$ cat config.mk
export PLATFORM = sky130hd
export DESIGN_NAME = camera_pixel_packer
export DESIGN_NICKNAME = d
export VERILOG_FILES = /design/src/rtl/camera_control_pkg.sv /design/src/rtl/cam_input_sync.sv /design/src/rtl/camera_pixel_packer.sv
export SDC_FILE = /design/constraint.sdc
export NUM_CORES = 1
export LEC_CHECK = 0
export BUFFER_PORTS_ARGS = -buffer_cell sky130_fd_sc_hd__buf_2
export CORE_MARGIN = 1.5
export CORE_UTILIZATION = 57
export DETAILED_ROUTE_END_ITERATION = 8
export HOLD_SLACK_MARGIN = 0.05
export PLACE_DENSITY = 0.84
export SLEW_MARGIN = 20
export SYNTH_ARGS = -nofsm -noshare
export SYNTH_HDL_FRONTEND = slang
export SYNTH_SLANG_ARGS = --single-unit
export TNS_END_PERCENT = 10
$ cat constraint.sdc
create_clock -name clk -period 2.15 [get_ports clk]
set_input_delay 0.3225 -clock clk [delete_from_list [all_inputs] [get_ports clk]]
set_output_delay 0.3225 -clock clk [all_outputs]
set_load 0.03 [all_outputs]
$ cat src/rtl/camera_control_pkg.sv
// camera_control_pkg: capture FSM states and frame-start marker shared by the packer and the frame uploader
package camera_control_pkg;
  typedef enum logic [2:0] {
    IDLE,
    WAIT_VSYNC,
    FRAME_START,
    WAIT_LINE,
    CAPTURE_LINE,
    FRAME_END
  } cam_state_e;
  localparam logic [16:0] FRAME_START_MARKER = 17'h10000;
endpackage

$ cat src/rtl/cam_input_sync.sv
// cam_input_sync: registers the camera pins once and detects vsync/href edges on the registered copies
module cam_input_sync (
  input  logic       clk,
  input  logic       reset_n,
  input  logic       vsync_i,
  input  logic       href_i,
  input  logic [7:0] data_i,
  output logic [7:0] data_o,
  output logic       vsync_rise_o,
  output logic       vsync_fall_o,
  output logic       href_rise_o,
  output logic       href_fall_o
);
  logic       vsync_q, vsync_prev_q, href_q, href_prev_q;
  logic [7:0] data_q;
  // pin sampling stage plus one delayed copy of each strobe for edge detection
  always_ff @(posedge clk or negedge reset_n) begin
    if (!reset_n) begin
      vsync_q      <= 1'b0;
      vsync_prev_q <= 1'b0;
      href_q       <= 1'b0;
      href_prev_q  <= 1'b0;
      data_q       <= 8'h00;
    end else begin
      vsync_q      <= vsync_i;
      vsync_prev_q <= vsync_q;
      href_q       <= href_i;
      href_prev_q  <= href_q;
      data_q       <= data_i;
    end
  end
  assign data_o       = data_q;
  assign vsync_rise_o = vsync_q & ~vsync_prev_q;
  assign vsync_fall_o = ~vsync_q & vsync_prev_q;
  assign href_rise_o  = href_q & ~href_prev_q;
  assign href_fall_o  = ~href_q & href_prev_q;
endmodule

$ cat src/rtl/camera_pixel_packer.sv
// camera_pixel_packer: packs RGB565 camera bytes into 17-bit FIFO words with a frame-start marker.
// Optional feature macro CAMERA_TEST_PATTERN_EN adds a test_mode input that substitutes a coordinate pattern.
module camera_pixel_packer
  import camera_control_pkg::*;
#(
  parameter int FRAME_WIDTH  = 640,
  parameter int FRAME_HEIGHT = 480
) (
  input  logic        clk,
  input  logic        reset_n,
  input  logic        enable,
  input  logic        vsync,
  input  logic        href,
  input  logic [7:0]  cam_data,
  input  logic        queue_full,
`ifdef CAMERA_TEST_PATTERN_EN
  input  logic        test_mode,
`endif
  output logic        queue_wr_en,
  output logic [16:0] queue_data,
  output logic        frame_done,
  output logic        overflow
);
  localparam int PW = $clog2(FRAME_WIDTH + 1);
  localparam int LW = $clog2(FRAME_HEIGHT + 1);

  cam_state_e  state_q, state_d;
  logic [PW-1:0] pix_q, pix_d;
  logic [LW-1:0] line_q, line_d;
  logic [7:0]  hi_q, hi_d, cam_byte;
  logic        phase_q, phase_d, wr_q, wr_d, done_q, done_d, ovf_q, ovf_d, mdrop_q, mdrop_d;
  logic [16:0] data_q, data_d;
  logic [15:0] pix_val;
  logic        v_rise, v_fall, h_rise, h_fall;

  cam_input_sync u_sync (
    .clk         (clk),
    .reset_n     (reset_n),
    .vsync_i     (vsync),
    .href_i      (href),
    .data_i      (cam_data),
    .data_o      (cam_byte),
    .vsync_rise_o(v_rise),
    .vsync_fall_o(v_fall),
    .href_rise_o (h_rise),
    .href_fall_o (h_fall)
  );

`ifdef CAMERA_TEST_PATTERN_EN
  logic [7:0] y_lo;
  assign y_lo    = 8'(line_q);
  assign pix_val = test_mode ? (16'(pix_q) ^ {y_lo, 8'h00}) : {hi_q, cam_byte};
`else
  assign pix_val = {hi_q, cam_byte};
`endif

  // next-state and registered-output logic; a dropped marker sets overflow one cycle after the clear
  always_comb begin
    state_d = state_q;
    pix_d   = pix_q;
    line_d  = line_q;
    hi_d    = hi_q;
    phase_d = phase_q;
    wr_d    = 1'b0;
    data_d  = data_q;
    done_d  = 1'b0;
    ovf_d   = ovf_q | mdrop_q;
    mdrop_d = 1'b0;
    case (state_q)
      IDLE:       state_d = enable ? WAIT_VSYNC : IDLE;
      WAIT_VSYNC: state_d = v_fall ? FRAME_START : WAIT_VSYNC;
      FRAME_START: begin
        wr_d    = ~queue_full;
        data_d  = queue_full ? data_q : FRAME_START_MARKER;
        ovf_d   = 1'b0;
        mdrop_d = queue_full;
        pix_d   = '0;
        line_d  = '0;
        phase_d = 1'b0;
        state_d = WAIT_LINE;
      end
      WAIT_LINE: begin
        if (v_rise) state_d = FRAME_END;
        else if (h_rise && line_q < LW'(FRAME_HEIGHT)) begin
          state_d = CAPTURE_LINE;
          pix_d   = '0;
          hi_d    = cam_byte;
          phase_d = 1'b1;
        end
      end
      CAPTURE_LINE: begin
        if (v_rise) state_d = FRAME_END;
        else if (h_fall) begin
          state_d = WAIT_LINE;
          phase_d = 1'b0;
          line_d  = line_q == LW'(FRAME_HEIGHT) ? line_q : line_q + LW'(1);
        end else if (!phase_q) begin
          hi_d    = cam_byte;
          phase_d = 1'b1;
        end else begin
          phase_d = 1'b0;
          if (pix_q < PW'(FRAME_WIDTH)) begin
            pix_d  = pix_q + PW'(1);
            wr_d   = ~queue_full;
            data_d = queue_full ? data_q : {1'b0, pix_val};
            ovf_d  = ovf_d | queue_full;
          end
        end
      end
      FRAME_END: begin
        done_d  = 1'b1;
        state_d = enable ? WAIT_VSYNC : IDLE;
      end
      default: state_d = IDLE;
    endcase
  end

  // state and output registers; reset drops any partial pixel
  always_ff @(posedge clk or negedge reset_n) begin
    if (!reset_n) begin
      state_q <= IDLE;
      pix_q   <= '0;
      line_q  <= '0;
      hi_q    <= 8'h00;
      phase_q <= 1'b0;
      wr_q    <= 1'b0;
      data_q  <= '0;
      done_q  <= 1'b0;
      ovf_q   <= 1'b0;
      mdrop_q <= 1'b0;
    end else begin
      state_q <= state_d;
      pix_q   <= pix_d;
      line_q  <= line_d;
      hi_q    <= hi_d;
      phase_q <= phase_d;
      wr_q    <= wr_d;
      data_q  <= data_d;
      done_q  <= done_d;
      ovf_q   <= ovf_d;
      mdrop_q <= mdrop_d;
    end
  end

  assign queue_wr_en = wr_q;
  assign queue_data  = data_q;
  assign frame_done  = done_q;
  assign overflow    = ovf_q;
endmodule

==> metrics.yaml <==
sta:
  min_period_ns: 2.03
  setup_viol: 0
  setup_ws_ns: 0.122
  fin_worst_skew_ns: 0.00716
  finalHoldViolCount: 0
  relSlewSlack: 0.635
  tns_ns: 0
  max_freq_mhz: 493
  rsz0062_at_grt: "true"
  period_share: 0.943
  slew_viol_final: 0
  tightest_slew_ns: 0.545
global_route:
  grt_max_degree: 65
  track_usage: 0.229
  grt_antenna_before_repair: 0
  grt_pass1_wl_um: 8930
  grt-ovfl-total: 0
  grt_pass1_vias: 1976
synth:
  synth_area_leader_cell: "dfrtp_1"
  synthFlopType: "dfrtp_1"
  synth_seq_cells: 64
  synth_most_common_cell: "dfrtp_1"
  yosysTopAreaCellShare: 0.591
  ys_types: 43
  synth.top_cells.by_area: "dfrtp_1 (59%), a22o_1 (5.2%), mux2_2 (3.7%)"
  synth_fp_nets: 254
  synthCells: 237
  avgSynthCellArea_um2: 11.4
  synth_warnings: 0
  async_flop_share: 1.00
  syn_area_um2: 2710
  synthTopCellsByCount: "dfrtp_1 (64), nor2_1 (22), a22o_1 (16)"
  synth_edf_count: 0
  synth_seq_area_share: 0.591
finish:
  drive_above_1_share: 0.269
  multi_input_area_um2: 1050
  seqCellArea_um2: 1600
  nFillCells: 313
  num-nets-final: 302
  final_core_utilization: 0.727
  antenna_cells: 0
  fin_cells: 342
  syn_to_final_growth_pct: 20.0
detailed_routing:
  top_layer_used: "met4"
  drtIter0Drc: 137
  drt_pass1_iterations: 7
  vias: 2006
  wl_met1_um: 2490
  ant_nets: 0
  drt-total-wl_um: 5430
  drc_errors: 0
  wl_met2_um: 2610
  via_per_inst: 5.87
  drt-wirelength-per-cell_um: 15.9
  dr_wl_met3_um: 228
power_and_ir_drop:
  p_leak_nw: 1.54
  power.density_nw_per_um2: 1070
  power_mw: 3.48
  ir_drop_mv: 0.605
critical_path:
  crit_chain: "and2b_1 -> a21o_1 -> or3_4 -> or4_1 -> a21oi_1"
  cpPeakStageDelay_ns: 0.51
  setup.worst_path.start_class: "register"
  r2r_cells: 5
  crit_path_start: "state_q[1]"
  critPathMaxFanout: 9
  crit_buf_inv: 0
  setup.worst_path.class: "register to register"
  worstPathArrival_ns: 2.30
  path_delay_family: "simple AND/OR/NAND/NOR gates"
  r2r-end: "line_q[8]"
  regToRegSetupSlack_ns: 0.12
  cpMaxStageDelayCell: "or4_1"
  cp-end-kind: "register"
  cp.required_ns: 2.42
  rr_startpoint: "state_q[1]"
placement:
  placed_cells: 325
  hpwl_um: 3640
  portBuffers: 33
  place.gp.congestion: 0.893
  place_ws_ns: 0.0627
die:
  die_h_um: 72.0
  core-area_um2: 4470
  start_util: 0.606
  row_count: 24
  dieArea_um2: 5180
  die_x_um: 72.0
  pin_count: 34
cts:
  cts.htree.levels: 3
  cts_setup_buffers: 0
  clockBufferDepth: 2
  clock_latency_ns: 0.34
  clkTransAtPathRegs_ns: 0.07
  clockRootBuffer: "clkbuf_8"
  cts_buffers: 9
  clock_sinks: 64
  cts_tree: "done"
run:
  maxCapViolCount: 0
outcome:
  status: "complete, no violations"
worst_hold_path:
  whs_path_depth: 1
  hold_path_class: "input port to register"
  min_from: "cam_data[5]"
  min_to: "u_sync.data_o[5]"
## worst reg2reg max path: stages (launching register included)
cell and delay, ns:
dfrtp_2 0.47, and2b_1 0.23, a21o_1 0.19, or3_4 0.41, or4_1 0.51, a21oi_1 0.15
## state kept, by name, indices dropped and copies added (netlist names), 3 cells and up
register,cells
line_q,9
pix_q,10
queue_data,17
hi_q,8
state_q,3
u_sync.data_o,8
## layout make-up
| cell class | count | share of cell area |
|---|---|---|
| inverter | 7 | 0.00808 |
| clock buffer | 11 | 0.0435 |
| timing repair buffer | 47 | 0.0877 |
| clock inverter | 5 | 0.0246 |
| multi-input combinational | 156 | 0.323 |
| sequential | 64 | 0.493 |
| tap | 52 | 0.0200 |
## metrics by stage
step | area [um2] | hold WS (ns)
CTS | 3230 | 0.0816
finish | 3250 | 0.0821
global route | 3250 | 0.0767
detailed placement | 3000 | 0.358
global placement | 3000 | 0.357
floorplan | 2710 | 0.0269
## worst max-delay path by stage
stage	cells after the start	to	slack, ns
3_3_place_gp	5	line_q[8]	0.12
4_1_cts	5	line_q[8]	0.05
2_1_floorplan	7	line_q[8]	0.16
3_5_place_dp	5	line_q[8]	0.06
6_report	5	line_q[8]	0.12
5_1_grt	8	line_q[6]	-0.006
## cell families after synthesis
logic type | Yosys count | synth area share
DFF | 64 | 0.591
buffers and inverters | 17 | 0.0295
muxes | 9 | 0.0374
xor gates and xnor gates | 10 | 0.0323
and+or+nand+nor | 85 | 0.170
adders and majority gates | 3 | 0.0138
AOI/OAI and AO/OA | 49 | 0.126
## report_power, final
part           switching, mW  total [mW]  internal [mW]
logic                  0.464       0.814          0.350
registers              0.155        1.53           1.37
clock network          0.457        1.14          0.682
## cell usage in the layout, fill, tap and decap left out, types with 6 or more instances in the layout
master and n:
nor3_1 11, mux2_2 9, buf_2 33, xnor2_1 10
buf_4 12, a22o_1 16, a21oi_1 10, nand2_1 14
nor2_1 22, dfrtp_1 63, inv_1 7, clkbuf_8 10
nand3_1 6, o21ai_0 8
## routing by layer
metal  vias up  global-route usage
met3        12              0.0611
met2        55               0.352
met1       999               0.313
met5         -                   0
met4         0              0.0985
li1        940                   -
## timing repair
action                                 in CTS  in global routing
setup endpoints to repair                   0                 21
resized for setup                           0                  6
endpoints found under the hold margin      64                  0
hold buffers                                1                  0
(Power assumes the default switching activity.)
